File: src/rtl/spi_s2p_rx_if.sv
// -----------------------------------------------------------------------------
// spi_s2p_rx_if
//   Bundle of the SPI receive front-end signals.
//
//   Raw SPI side : sck, cs (active low), mosi
//   Result side  : head_flag, data_out[DATA_W-1:0], data_valid, frame_err, busy
//
//   slave  : the receiver (samples SPI lines, drives results)
//   master : the SPI driver / observer (drives SPI lines, reads results)
// -----------------------------------------------------------------------------
interface spi_s2p_rx_if #(
  parameter int DATA_W = 14
);
  logic              sck;
  logic              cs;
  logic              mosi;
  logic              head_flag;
  logic [DATA_W-1:0] data_out;
  logic              data_valid;
  logic              frame_err;
  logic              busy;

  modport master (
    output sck, cs, mosi,
    input  head_flag, data_out, data_valid, frame_err, busy
  );

  modport slave (
    input  sck, cs, mosi,
    output head_flag, data_out, data_valid, frame_err, busy
  );
endinterface

File: src/rtl/spi_s2p_rx.sv
// -----------------------------------------------------------------------------
// spi_s2p_rx
//   SPI slave receive front-end. Synchronizes raw sck/cs/mosi into clk,
//   detects sck rising edges and deserializes an MSB-first frame made of a
//   HEAD_W-bit header followed by a DATA_W-bit data word.
//
//   Ports:
//     clk  : system clock, at least 4x the sck frequency
//     rst  : synchronous, active-high reset
//     bus  : spi_s2p_rx_if.slave
//              sck, cs (active low), mosi : raw asynchronous SPI inputs
//              head_flag  : 1 from header match until cs deasserts
//              data_out   : last successfully received data word
//              data_valid : one-clk pulse when data_out updates
//              frame_err  : one-clk pulse on aborted / bad frame
//              busy       : 1 whenever the FSM is not idle
//
//   Optional build macro SPI_S2P_PARITY_EN: the frame carries one trailing
//   even-parity bit over header+data; data is only accepted if it matches.
// -----------------------------------------------------------------------------
module spi_s2p_rx #(
  parameter int              DATA_W      = 14,
  parameter int              HEAD_W      = 2,
  parameter logic [HEAD_W-1:0] HEAD_PAT  = 2'b10,
  parameter int              SYNC_STAGES = 2
) (
  input  logic         clk,
  input  logic         rst,
  spi_s2p_rx_if.slave  bus
);

  localparam int FRAME_W = HEAD_W + DATA_W;
  localparam int CNT_W   = $clog2(FRAME_W + 1);

`ifdef SPI_S2P_PARITY_EN
  // Whole header+data must be kept until the parity bit arrives.
  localparam int SHIFT_W = FRAME_W;
  localparam int REG_W   = FRAME_W;
`else
  // Only the data word is needed; its last bit comes straight from mosi.
  localparam int SHIFT_W = DATA_W;
  localparam int REG_W   = DATA_W - 1;
`endif

  typedef enum logic [2:0] {
    ST_IDLE,
    ST_HEAD,
    ST_DATA,
`ifdef SPI_S2P_PARITY_EN
    ST_PARITY,
`endif
    ST_WAIT_CS
  } state_t;

  // ---------------------------------------------------------------------------
  // Synchronizers: one chain per stage holding {sck, cs, mosi} so all three
  // lines see identical latency and mosi stays aligned with its sck edge.
  // cs resets to 1 (deasserted).
  // ---------------------------------------------------------------------------
  logic [SYNC_STAGES-1:0][2:0] sync_reg;
  logic                        sck_prev_reg;
  logic                        cs_prev_reg;

  always_ff @(posedge clk) begin
    if (rst) begin
      sync_reg     <= {SYNC_STAGES{3'b010}};
      sck_prev_reg <= 1'b0;
      cs_prev_reg  <= 1'b1;
    end else begin
      sync_reg     <= {sync_reg[SYNC_STAGES-2:0], {bus.sck, bus.cs, bus.mosi}};
      sck_prev_reg <= sync_reg[SYNC_STAGES-1][2];
      cs_prev_reg  <= sync_reg[SYNC_STAGES-1][1];
    end
  end

  logic sck_s;
  logic cs_s;
  logic mosi_s;
  logic sck_rise;
  logic cs_rise;

  assign sck_s    = sync_reg[SYNC_STAGES-1][2];
  assign cs_s     = sync_reg[SYNC_STAGES-1][1];
  assign mosi_s   = sync_reg[SYNC_STAGES-1][0];
  assign sck_rise = sck_s & ~sck_prev_reg;
  assign cs_rise  = cs_s & ~cs_prev_reg;

  // ---------------------------------------------------------------------------
  // Frame FSM
  // ---------------------------------------------------------------------------
  state_t             state_reg;
  logic [REG_W-1:0]   shift_reg;
  logic [SHIFT_W-1:0] shift_next;
  logic [CNT_W-1:0]   cnt_reg;
  logic               head_flag_reg;
  logic [DATA_W-1:0]  data_out_reg;
  logic               data_valid_reg;
  logic               frame_err_reg;
  logic               busy_reg;
  logic               head_last;
  logic               data_last;

  assign shift_next = {shift_reg[SHIFT_W-2:0], mosi_s};
  assign head_last  = (cnt_reg == CNT_W'(HEAD_W - 1));
  assign data_last  = (cnt_reg == CNT_W'(DATA_W - 1));

  always_ff @(posedge clk) begin
    if (rst) begin
      state_reg      <= ST_IDLE;
      shift_reg      <= '0;
      cnt_reg        <= '0;
      head_flag_reg  <= 1'b0;
      data_out_reg   <= '0;
      data_valid_reg <= 1'b0;
      frame_err_reg  <= 1'b0;
      busy_reg       <= 1'b0;
    end else begin
      data_valid_reg <= 1'b0;
      frame_err_reg  <= 1'b0;

      case (state_reg)
        ST_IDLE: begin
          if (!cs_s) begin
            cnt_reg   <= '0;
            shift_reg <= '0;
            busy_reg  <= 1'b1;
            state_reg <= ST_HEAD;
          end
        end

        ST_HEAD: begin
          // cs_rise is checked first so a coincident sck edge cannot finish
          // the frame after the master has already let go of cs.
          if (cs_rise) begin
            frame_err_reg <= 1'b1;
            head_flag_reg <= 1'b0;
            busy_reg      <= 1'b0;
            state_reg     <= ST_IDLE;
          end else if (sck_rise) begin
            shift_reg <= shift_next[REG_W-1:0];
            cnt_reg   <= cnt_reg + CNT_W'(1);
            if (head_last) begin
              if (shift_next[HEAD_W-1:0] == HEAD_PAT) begin
                head_flag_reg <= 1'b1;
                cnt_reg       <= '0;
                state_reg     <= ST_DATA;
              end else begin
                frame_err_reg <= 1'b1;
                state_reg     <= ST_WAIT_CS;
              end
            end
          end
        end

        ST_DATA: begin
          if (cs_rise) begin
            frame_err_reg <= 1'b1;
            head_flag_reg <= 1'b0;
            busy_reg      <= 1'b0;
            state_reg     <= ST_IDLE;
          end else if (sck_rise) begin
            shift_reg <= shift_next[REG_W-1:0];
            cnt_reg   <= cnt_reg + CNT_W'(1);
            if (data_last) begin
`ifdef SPI_S2P_PARITY_EN
              state_reg <= ST_PARITY;
`else
              data_out_reg   <= shift_next[DATA_W-1:0];
              data_valid_reg <= 1'b1;
              state_reg      <= ST_WAIT_CS;
`endif
            end
          end
        end

`ifdef SPI_S2P_PARITY_EN
        ST_PARITY: begin
          if (cs_rise) begin
            frame_err_reg <= 1'b1;
            head_flag_reg <= 1'b0;
            busy_reg      <= 1'b0;
            state_reg     <= ST_IDLE;
          end else if (sck_rise) begin
            // Even parity: the parity bit equals the XOR of header+data.
            if ((^shift_reg) == mosi_s) begin
              data_out_reg   <= shift_reg[DATA_W-1:0];
              data_valid_reg <= 1'b1;
            end else begin
              frame_err_reg <= 1'b1;
            end
            state_reg <= ST_WAIT_CS;
          end
        end
`endif

        ST_WAIT_CS: begin
          // Surplus sck edges are ignored here; only cs release matters.
          if (cs_s) begin
            head_flag_reg <= 1'b0;
            busy_reg      <= 1'b0;
            state_reg     <= ST_IDLE;
          end
        end

        default: begin
          head_flag_reg <= 1'b0;
          busy_reg      <= 1'b0;
          state_reg     <= ST_IDLE;
        end
      endcase
    end
  end

  assign bus.head_flag  = head_flag_reg;
  assign bus.data_out   = data_out_reg;
  assign bus.data_valid = data_valid_reg;
  assign bus.frame_err  = frame_err_reg;
  assign bus.busy       = busy_reg;

endmodule
File: src/flat_wrapper.sv
// flat-port wrapper written by rule: the top's interface ports become plain ports
module spi_s2p_rx_flat 
#(
  parameter int              DATA_W      = 14,
  parameter int              HEAD_W      = 2,
  parameter logic [HEAD_W-1:0] HEAD_PAT  = 2'b10,
  parameter int              SYNC_STAGES = 2
)
  (clk, rst, bus_sck, bus_cs, bus_mosi, bus_head_flag, bus_data_out, bus_data_valid, bus_frame_err, bus_busy);
  spi_s2p_rx_if #(.DATA_W(DATA_W)) bus_i ();
  input  logic clk;
  input  logic rst;
  input wire logic [$bits(bus_i.sck)-1:0] bus_sck;
  input wire logic [$bits(bus_i.cs)-1:0] bus_cs;
  input wire logic [$bits(bus_i.mosi)-1:0] bus_mosi;
  output wire logic [$bits(bus_i.head_flag)-1:0] bus_head_flag;
  output wire logic [$bits(bus_i.data_out)-1:0] bus_data_out;
  output wire logic [$bits(bus_i.data_valid)-1:0] bus_data_valid;
  output wire logic [$bits(bus_i.frame_err)-1:0] bus_frame_err;
  output wire logic [$bits(bus_i.busy)-1:0] bus_busy;
  assign bus_i.sck = bus_sck;
  assign bus_i.cs = bus_cs;
  assign bus_i.mosi = bus_mosi;
  assign bus_head_flag = bus_i.head_flag;
  assign bus_data_out = bus_i.data_out;
  assign bus_data_valid = bus_i.data_valid;
  assign bus_frame_err = bus_i.frame_err;
  assign bus_busy = bus_i.busy;
  spi_s2p_rx #(.DATA_W(DATA_W), .HEAD_W(HEAD_W), .HEAD_PAT(HEAD_PAT), .SYNC_STAGES(SYNC_STAGES)) u_core (.clk(clk), .rst(rst), .bus(bus_i));
endmodule
File: config.mk
export PLATFORM = sky130hd
export DESIGN_NAME = spi_s2p_rx_flat
export DESIGN_NICKNAME = d
export VERILOG_FILES = /design/src/rtl/spi_s2p_rx_if.sv /design/src/rtl/spi_s2p_rx.sv /design/src/flat_wrapper.sv
export SDC_FILE = /design/constraint.sdc
export NUM_CORES = 1
export LEC_CHECK = 0
export CAP_MARGIN = 20
export CORE_MARGIN = 1.5
export CORE_UTILIZATION = 59
export DETAILED_ROUTE_END_ITERATION = 8
export GPL_ROUTABILITY_DRIVEN = 0
export PLACE_DENSITY = 0.9
export SLEW_MARGIN = 0
export SYNTH_ARGS = -nofsm -noshare
export SYNTH_HDL_FRONTEND = slang
export SYNTH_SLANG_ARGS = --single-unit
File: constraint.sdc
create_clock -name clk -period 5.5 [get_ports clk]
set_input_delay 0.825 -clock clk [delete_from_list [all_inputs] [get_ports clk]]
set_output_delay 0.825 -clock clk [all_outputs]
set_load 0.005 [all_outputs]
[Yosys cells after proc, flatten, opt, wreduce, memory -nomap -nowiden]
Index checks and enable logic that the tools add are counted.
Word-level totals
  flip-flop bits (word level): 47
  bits of input ports: 5
Operators by class
  bitwise gates (word level): 8
  add/subtract/negate cells: 1
  equality and inequality tests: 21
  reductions and logical operators: 11
  multiplexer cells: 38
Operators by type and width (count)
  two-way mux 13 bit: 3
  two-way mux 5 bit: 7
  case mux 13 bit (2 select lines): 1
  two-way mux 3 bit: 8
  AND reduction 6 bit: 3
  inequality test 3 x 1 -> 1 bit, second input constant: 5
  case mux 5 bit (3 select lines): 1
  two-way mux 1 bit: 14
  inequality test 2 x 1 -> 1 bit, second input constant: 6
  case mux 3 bit (4 select lines): 1
  inequality test 2 bit, second input constant: 4
  AND reduction 4 bit: 2
  equality test 3 x 2 -> 1 bit, second input constant: 2
  inverter 1 bit: 6
  adder 5 x 1 -> 5 bit, second input constant: 1
  equality test 5 x 1 -> 1 bit, second input constant: 1
  equality test 5 x 4 -> 1 bit, second input constant: 1
  case mux 1 bit (4 select lines): 1
  OR reduction 4 bit: 1
  equality test 3 x 1 -> 1 bit, second input constant: 1
  logical NOT 3 bit: 1
  case mux 1 bit (3 select lines): 1
  AND reduction 3 bit: 1
  nonzero test 3 bit: 1
  5 further kinds: 6

[Longest topological paths before layout]
Gate-level depths: netlist of the first run.
  depth after elaboration: 6
  mapped depth: 9
  depth with buffers taken out: 7

[Least setup slack after synthesis of the first run]
OpenSTA, ideal clock, no wires.
  path kind: input to register
  start: input rst
  end: register u_core.cnt_reg[3]
  library setup time: 58 ps
  arrival: 2044 ps
  path buffers: 2
  setup slack: 3399 ps
  stages: 7
  cell sequence: clkbuf_1 > nor2b_1 > o311ai_4 > or3b_1 > buf_2 > nor3_1 > a211o_1
RTL lines
  start, declared: RTL line flat_wrapper.sv:12  | input logic rst;
  end signal, assigned: RTL line spi_s2p_rx.sv:141  | cnt_reg <= cnt_reg + CNT_W'(1);
  end signal, assigned: RTL line spi_s2p_rx.sv:163  | cnt_reg <= cnt_reg + CNT_W'(1);
  end, declared: RTL line spi_s2p_rx.sv:94  | logic [CNT_W-1:0] cnt_reg;

==> results of run 1 <==
-- cell type report --
type	instances	area, µm²
Clock buffer	6	51.3
Clock inverter	1	30.0
Fill cell	247	828
Inverter	5	18.8
Multi-Input combinational cell	141	971
Sequential cell	46	921
Tap cell	44	55.1
Timing Repair Buffer	23	228
-- how the worst max path moves through the flow --
stage,from,endpoint,cells past startpoint
floorplan,rst,u_core.cnt_reg[3],7
global placement,rst,u_core.cnt_reg[3],7
detailed placement,rst,u_core.cnt_reg[4],6
CTS,rst,u_core.cnt_reg[4],6
global route,u_core.state_reg[0],u_core.cnt_reg[3],7
finish,rst,u_core.cnt_reg[4],6
-- cell usage in the layout (no fill, tap or decap), drive strengths merged, types with 3 or more instances in the layout --
cell type,instances
or2,4
clkdlybuf4s50,22
and2,13
inv,5
ha,7
nor2,32
nand2,8
nand3,3
dfxtp,46
o21ai,5
mux2i,29
nand2b,5
a21oi,7
nor2b,9
clkbuf,6
-- logic make-up (layout without fill, tap and decap cells) --
family          Yosys count  count (layout)  synth area share
flops                    46              46             0.470
fa+ha+maj                 7               7            0.0447
simple gates             81              81             0.212
buf+inv                  16              35            0.0339
mux                      29              29             0.148
compound gates           24              24            0.0907
-- worst max-delay path: stages --
cell and delay [ns]:
sky130_fd_sc_hd__clkdlybuf4s50_1 0.41, sky130_fd_sc_hd__buf_4 0.26, sky130_fd_sc_hd__nor2b_1 0.26, sky130_fd_sc_hd__o311ai_4 0.14, sky130_fd_sc_hd__or3b_1 0.45, sky130_fd_sc_hd__o31ai_1 0.31
-- power groups by stage --
stage	clock network, µW	logic, µW	registers (µW)
final	207	225	356
after floorplan	0	184	362
after global placement	0	216	363
after CTS	212	225	356
after detailed placement	0	223	364
after global routing	226	245	358
-- metal layers --
layer  global-route usage  up-vias
met5                    0        -
met4                0.134        0
met3               0.0469       11
met2                0.349       38
met1                0.272      672
li1                     -      725
-- per-stage QoR --
stage,power (µW),cells
6_report,788,266
5_1_grt,829,266
4_1_cts,793,266
3_5_place_dp,587,259
3_3_place_gp,579,259
2_1_floorplan,546,203
==> results.yml, run 1 <==
hold_path:
  hold_class: "register to register"
  whs_path_depth: 1
  worst_hold_path.endpoint: "u_core.cs_s"
  holdCritStartpoint: "u_core.sync_reg[1]"
global_route:
  grt_use_total: 0.219
  grt_pass1_vias: 1328
  grt_first_pass_wirelength_um: 5870
  largest_net_degree_at_the_start_of_global_routing: 44
  global_route_overflow: 0
  number_of_antenna_violations_at_the_first_check_in_global_routing: 0
cells_and_area:
  post_route_cells_drive_above_1_share: 0.0676
  areaGrowthSynthToFinish_pct: 16.2
  n_antenna_cell: 0
  final_core_util: 0.733
  flip_flop_count_of_the_largest_register_after_layout: 14
  num-nets-final: 234
  postLayoutCellArea_um2: 2270
power:
  ir_drop_worst_case_vdd_mv: 0.305
  p_switching_uw: 240
  clock_power_share: 0.263
  power_density_nw_per_um2: 346
  power.static_leakage_uw: 0.00103
  seq_power_share: 0.452
  comb_power_share: 0.285
  power.internal_uw: 548
  sw_share: 0.305
logic_synthesis:
  synth_cell_types: 32
  synth.top_cells.by_count: "sky130_fd_sc_hd__dfxtp_1, sky130_fd_sc_hd__nor2_1, sky130_fd_sc_hd__mux2i_1"
  postSynthAreaPerCell_um2: 9.65
  post_synth_instance_area_um2: 1960
  synthesis.instances: 203
  synth_nets: 215
  synth_enable_flop_cells: 0
  yosys-top-cells-area: "sky130_fd_sc_hd__dfxtp_1, sky130_fd_sc_hd__mux2i_1, sky130_fd_sc_hd__nor2_1, sky130_fd_sc_hd__ha_1, sky130_fd_sc_hd__and2_1"
  yosysWarningCount: 0
  commonest_register_cell_after_synthesis: "sky130_fd_sc_hd__dfxtp_1"
  synth.top_cell.area_share: 0.470
  ys_seq_area_frac: 0.470
  synth_largest_area_cell: "sky130_fd_sc_hd__dfxtp_1"
  yosysMostFrequentCell: "sky130_fd_sc_hd__dfxtp_1"
  ys_seq_elements: 46
  synth_async_sr_flop_share: 0
setup_path:
  rr_startpoint: "u_core.state_reg[0]"
  crit_type: "input pin to register"
  timing.critical_path.from_type: "input pin"
  timing.critical_path.fanout_max: 43
  critical_path.reg2reg.endpoint: "u_core.cnt_reg[4]"
  worst-r2r-cell-count: 6
  reg2reg_setup_slack_ns: 3.15
  timing.critical_path.to_type: "register"
  crit_required_ns: 5.76
  worst-endpoint-arrival_ns: 2.68
route:
  wire_length_on_met3_um: 131
  top_layer: "met4"
  drt_iter0_markers: 78
  met2RoutedLength_um: 1710
  antenna_violating_nets_post_route: 0
  totalWireLength_um: 3480
  dr.pass1.iters: 4
  detailed_route_drc_error_count: 0
  route.detailed.wl_per_inst_um: 13.1
  dr_total_vias: 1446
  avgViaCountPerCell: 5.44
  m1WireLength_um: 1550
sta:
  max_slew_vio_count: 0
  post_route_setup_tns_ns: 0
  worst_clock_skew_ns: 0.00897
  max_slew.worst_pin.slew_ns: 0.931
  fin_hold_ws_ns: 0.426
  period_needed_ns: 2.41
  max_clock_freq_mhz: 414
  final-setup-viol-count: 0
  timing.max_slew.rel_slack: 0.377
  report.final.hold_viol_count: 0
  least_setup_slack_across_all_paths_after_layout_ns: 3.09
  grt_setup_unrepaired: "false"
  period_share: 0.439
floorplan:
  vertical_die_dimension_um: 60.6
  fp-row-count: 20
  ios: 23
  die-width_um: 60.6
  core_area_um2: 3100
  floorplan_die_area_um2: 3670
  floorplan.initialDensity: 0.631
cts:
  clk-insertion-delay-late_ns: 0.37
  clk_transition_reported_paths_ns: 0.12
  holdBufCountCts: 0
  cts_root_buf: "sky130_fd_sc_hd__clkbuf_4"
  max-clock-path-buffers: 2
  cts-htree-levels: 2
  post_cts_resize_count: 0
  clock_sink_count: 46
  tritoncts.num_buffers: 5
  post-cts-setup-buffers: 0
  cts_tree: "built"
placed_design:
  hpwl_um: 2440
  placement_cell_area_um2: 2190
  placement.setup.worst_slack_ns: 2.75
  io_buffer_count: 22
flow_run:
  timing.max_cap.violations: 0
outcome:
  outcome: "completed"
(Power assumes the default switching activity.)
==> run 2: changes to the inputs <==
--- a/config.mk
+++ b/config.mk
@@ -7,10 +7,10 @@
 export LEC_CHECK = 0
 export CAP_MARGIN = 20
 export CORE_MARGIN = 1.5
-export CORE_UTILIZATION = 59
+export CORE_UTILIZATION = 54
 export DETAILED_ROUTE_END_ITERATION = 8
 export GPL_ROUTABILITY_DRIVEN = 0
-export PLACE_DENSITY = 0.9
+export PLACE_DENSITY = 0.83
 export SLEW_MARGIN = 0
 export SYNTH_ARGS = -nofsm -noshare
 export SYNTH_HDL_FRONTEND = slang
==> constraint.sdc (replaced) <==
create_clock -name clk -period 2.45 [get_ports clk]
set_input_delay 0.3675 -clock clk [delete_from_list [all_inputs] [get_ports clk]]
set_output_delay 0.3675 -clock clk [all_outputs]
set_load 0.005 [all_outputs]
==> results.yml, run 2 (same netlist as run 1, synthesis figures left out) <==
global_route:
  global_route_overflow: 0
  grt_first_pass_wirelength_um: 5400
  gr-max-usage-layer: "met2"
  grt_use_total: 0.172
  gr-usage-met3: 0.0696
  largest_net_degree_at_the_start_of_global_routing: 43
  number_of_antenna_violations_at_the_first_check_in_global_routing: 0
  global_route.usage.met1: 0.222
  grt_pass1_vias: 1210
  use_met2: 0.265
floorplan:
  floorplan_die_area_um2: 4000
  ios: 23
  floorplan.initialDensity: 0.573
  die-width_um: 63.2
  core_area_um2: 3420
  vertical_die_dimension_um: 63.2
  fp-row-count: 21
hold_path:
  holdCritStartpoint: "u_core.sync_reg[1]"
  hold_class: "register to register"
setup_path:
  crit_required_ns: 2.75
  timing.critical_path.fanout_max: 6
  critical_path.max_stage_delay_ns: 0.47
  cpLargestDelayFamily: "simple AND/OR/NAND/NOR gates"
  worst-endpoint-arrival_ns: 2.45
  crit_type: "register to register"
  critical_path.slowest_cell: "sky130_fd_sc_hd__or3b_1"
  cp.buffers_inverters: 1
  rr_startpoint: "u_core.state_reg[1]"
  cp-startpoint: "u_core.state_reg[1]"
  timing.critical_path.from_type: "register"
  timing.critical_path.to_type: "register"
  timing.critical_path.cells: "inv_1 > ha_1 > or2_2 > o21ai_0 > or3b_1 > nor3_1 > a211o_1"
power:
  seq_power_share: 0.479
  power.internal_uw: 1140
  p_switching_uw: 533
  power.static_leakage_uw: 0.00103
  comb_power_share: 0.315
  sw_share: 0.318
  clock_power_share: 0.206
  ir_drop_worst_case_vdd_mv: 0.447
  power_density_nw_per_um2: 737
route:
  route.detailed.wl_per_inst_um: 11.9
  drt_iter0_markers: 66
  dr.pass1.iters: 4
  dr_total_vias: 1406
  detailed_route_drc_error_count: 0
  antenna_violating_nets_post_route: 0
  avgViaCountPerCell: 5.21
  totalWireLength_um: 3220
sta:
  max_slew.worst_pin.slew_ns: 0.411
  report.final.hold_viol_count: 0
  max_clock_freq_mhz: 466
  max_slew_vio_count: 0
  post_route_setup_tns_ns: 0
  worst_clock_skew_ns: 0.00784
  period_needed_ns: 2.14
  grt_setup_unrepaired: "false"
  final-setup-viol-count: 0
  period_share: 0.875
  timing.max_slew.rel_slack: 0.726
cts:
  tritoncts.num_buffers: 5
  clk-insertion-delay-late_ns: 0.35
  clk_transition_reported_paths_ns: 0.12
  post-cts-setup-buffers: 0
  cts-htree-levels: 2
  cts_tree: "built"
  cts_root_buf: "sky130_fd_sc_hd__clkbuf_4"
  post_cts_resize_count: 0
  holdBufCountCts: 0
  clock_sink_count: 46
  max-clock-path-buffers: 2
cells_and_area:
  area.sequential_um2: 921
  flip_flop_count_of_the_largest_register_after_layout: 14
  leading_cell_type_in_the_layout_fill_and_taps_excluded: "sky130_fd_sc_hd__dfxtp_1"
  final.fill_count: 281
  final_core_util: 0.664
  areaGrowthSynthToFinish_pct: 15.9
  post_route_cells_drive_above_1_share: 0.0759
  n_antenna_cell: 0
  layout.cells.most_common_list: "sky130_fd_sc_hd__dfxtp_1, sky130_fd_sc_hd__nor2_1, sky130_fd_sc_hd__mux2i_1"
  multi_input_comb_area_um2: 971
  num-nets-final: 237
outcome:
  outcome: "completed"
flow_run:
  timing.max_cap.violations: 0
placed_design:
  hpwl_um: 2140
  io_buffer_count: 22
## run 2: power by group through the flow
| stage | registers, µW | clock network, µW | logic [µW] |
|---|---|---|---|
| final | 801 | 345 | 527 |
| after global routing | 806 | 389 | 574 |
| after CTS | 801 | 359 | 523 |
| after detailed placement | 818 | 0 | 519 |
| after global placement | 815 | 0 | 517 |
| after floorplan | 813 | 0 | 414 |
## run 2: worst paths after layout
kind,cells after the start,endpoint,slack (ns)
min reg2reg,1,u_core.cs_s,0.42
min,1,u_core.cs_s,0.42
max,7,u_core.cnt_reg[3],0.31
max reg2reg,7,u_core.cnt_reg[3],0.31
## run 2: routing by layer
metal,up-vias,part of all wire
met5,-,0
met3,5,0.046
met1,644,0.50
met2,30,0.44
met4,0,0.013
li1,727,-
## run 2: worst reg2reg max path: stages (launching register included)
cell and delay, ns:
sky130_fd_sc_hd__dfxtp_1 0.44, sky130_fd_sc_hd__inv_1 0.11, sky130_fd_sc_hd__ha_1 0.25, sky130_fd_sc_hd__or2_2 0.37
sky130_fd_sc_hd__o21ai_0 0.13, sky130_fd_sc_hd__or3b_1 0.47, sky130_fd_sc_hd__nor3_1 0.21, sky130_fd_sc_hd__a211o_1 0.12
## run 2: layout make-up
| class | count | share of cell area |
|---|---|---|
| well taps | 46 | 0.0254 |
| repair buffers | 26 | 0.110 |
| flip-flops and latches | 46 | 0.406 |
| inverters | 5 | 0.00827 |
| clock buffers | 6 | 0.0226 |
| multi-input cells | 141 | 0.428 |
## run 2: per-stage QoR
stage | total power [µW] | setup WS (ns) | area [µm²] | std cells | hold WS, ns
5_1_grt | 1770 | 0.147 | 2270 | 270 | 0.446
4_1_cts | 1680 | 0.318 | 2270 | 270 | 0.427
3_3_place_gp | 1330 | 0.451 | 2220 | 264 | 0.392
6_report | 1670 | 0.305 | 2270 | 270 | 0.422
3_5_place_dp | 1340 | 0.361 | 2220 | 264 | 0.399
2_1_floorplan | 1230 | 0.496 | 1960 | 203 | 0.389
==> run 3: changes to the inputs <==
--- a/config.mk
+++ b/config.mk
@@ -7,10 +7,11 @@
 export LEC_CHECK = 0
 export CAP_MARGIN = 20
 export CORE_MARGIN = 1.5
-export CORE_UTILIZATION = 54
+export CORE_UTILIZATION = 45
+export CTS_CLUSTER_SIZE = 25
 export DETAILED_ROUTE_END_ITERATION = 8
 export GPL_ROUTABILITY_DRIVEN = 0
-export PLACE_DENSITY = 0.83
+export PLACE_DENSITY = 0.72
 export SLEW_MARGIN = 0
 export SYNTH_ARGS = -nofsm -noshare
 export SYNTH_HDL_FRONTEND = slang
==> results.yml, run 3 (same netlist as run 1, synthesis figures left out) <==
setup_path:
  crit_type: "register to register"
  crit_required_ns: 2.70
  timing.critical_path.fanout_max: 6
  timing.critical_path.from_type: "register"
  timing.critical_path.to_type: "register"
  worst-endpoint-arrival_ns: 2.32
cells_and_area:
  final.fill_count: 379
  layout.cells.most_common_list: "sky130_fd_sc_hd__dfxtp_1, sky130_fd_sc_hd__nor2_1, sky130_fd_sc_hd__mux2i_1"
  finish.cell_count_without_fillers: 275
  num-nets-final: 237
  leading_cell_type_in_the_layout_fill_and_taps_excluded: "sky130_fd_sc_hd__dfxtp_1"
  post_route_cells_drive_above_1_share: 0.0711
  postLayoutCellArea_um2: 2300
  n_antenna_cell: 0
  areaGrowthSynthToFinish_pct: 17.4
  flip_flop_count_of_the_largest_register_after_layout: 14
route:
  totalWireLength_um: 3190
  dr_total_vias: 1382
  route.detailed.wl_per_inst_um: 11.6
  antenna_violating_nets_post_route: 0
  drt_iter0_markers: 95
  detailed_route_drc_error_count: 0
  dr.pass1.iters: 4
  avgViaCountPerCell: 5.03
cts:
  clk_transition_reported_paths_ns: 0.08
  cts_root_buf: "sky130_fd_sc_hd__clkbuf_8"
  holdBufCountCts: 0
  post-cts-setup-buffers: 0
  post_cts_resize_count: 0
  clk-insertion-delay-late_ns: 0.29
  cts-htree-levels: 2
  max-clock-path-buffers: 2
  clock_sink_count: 46
  cts_tree: "built"
  tritoncts.num_buffers: 5
placed_design:
  placement_cell_area_um2: 2220
  hpwl_um: 2140
  io_buffer_count: 22
  post-place-cells: 268
power:
  power.static_leakage_uw: 0.00104
  power_density_nw_per_um2: 761
  ir_drop_worst_case_vdd_mv: 0.451
sta:
  report.final.hold_viol_count: 0
  max_slew.worst_pin.slew_ns: 0.413
  max_slew_vio_count: 0
  final-setup-viol-count: 0
  worst_clock_skew_ns: 0.00641
  max_clock_freq_mhz: 482
  period_share: 0.846
  timing.max_slew.rel_slack: 0.725
  post_route_setup_tns_ns: 0
  period_needed_ns: 2.07
  grt_setup_unrepaired: "false"
global_route:
  global_route_overflow: 0
  grt_use_total: 0.149
  grt_pass1_vias: 1183
  grt_first_pass_wirelength_um: 5200
  number_of_antenna_violations_at_the_first_check_in_global_routing: 0
  largest_net_degree_at_the_start_of_global_routing: 43
floorplan:
  core_area_um2: 4090
  fp-row-count: 23
  ios: 23
  floorplan_die_area_um2: 4760
  die-width_um: 69.0
  floorplan.initialDensity: 0.479
  vertical_die_dimension_um: 69.0
outcome:
  outcome: "completed"
hold_path:
  hold_class: "register to register"
flow_run:
  timing.max_cap.violations: 0
==> run 3: stage by stage <==
stage               total power (µW)  hold slack [ns]  worst slack (ns)  utilization
floorplan                       1230            0.389             0.496            -
global placement                1340            0.395             0.459        0.544
detailed placement              1340            0.397             0.384        0.544
CTS                             1770            0.415             0.384        0.563
global route                    1840            0.428             0.181        0.563
finish                          1750            0.412             0.376        0.563
==> run 3: routing by layer <==
layer	wire (µm)	track usage	part of all wire	vias up
li1	-	-	-	720
met1	1660	0.194	0.52	630
met2	1330	0.218	0.42	25
met3	142	0.0552	0.045	7
met4	50	0.0662	0.016	0
met5	0	0	0	-
==> run 3: path summary, 6_finish.rpt <==
path | start | endpoint | slack, ns | cells past startpoint
setup / recovery | u_core.state_reg[0] | u_core.cnt_reg[3] | 0.38 | 7
hold / removal | u_core.sync_reg[1] | u_core.cs_s | 0.41 | 1
setup reg to reg | u_core.state_reg[0] | u_core.cnt_reg[3] | 0.38 | 7
hold reg to reg | u_core.sync_reg[1] | u_core.cs_s | 0.41 | 1
==> run 3: worst max-delay path, stage by stage, from the launching register on <==
cell,delay (ns)
sky130_fd_sc_hd__dfxtp_1,0.41
sky130_fd_sc_hd__inv_1,0.09
sky130_fd_sc_hd__ha_1,0.29
sky130_fd_sc_hd__or2_2,0.37
sky130_fd_sc_hd__o21ai_0,0.11
sky130_fd_sc_hd__or3b_1,0.46
sky130_fd_sc_hd__nor3_1,0.19
sky130_fd_sc_hd__a211o_1,0.11
==> run 3: area by class of cell <==
type	instances	area [µm²]	share of cell area
clock buffer	7	76.3	0.0332
inverter	5	18.8	0.00816
multi-input combinational	141	971	0.422
sequential	46	921	0.400
tap	50	62.6	0.0272
timing repair buffer	26	250	0.109
==> run 3: report_power, final <==
group | total (µW) | internal [µW] | switching, µW
logic | 523 | 235 | 288
registers | 800 | 775 | 25.3
clock network | 427 | 197 | 231
total | 1750 | 1210 | 544
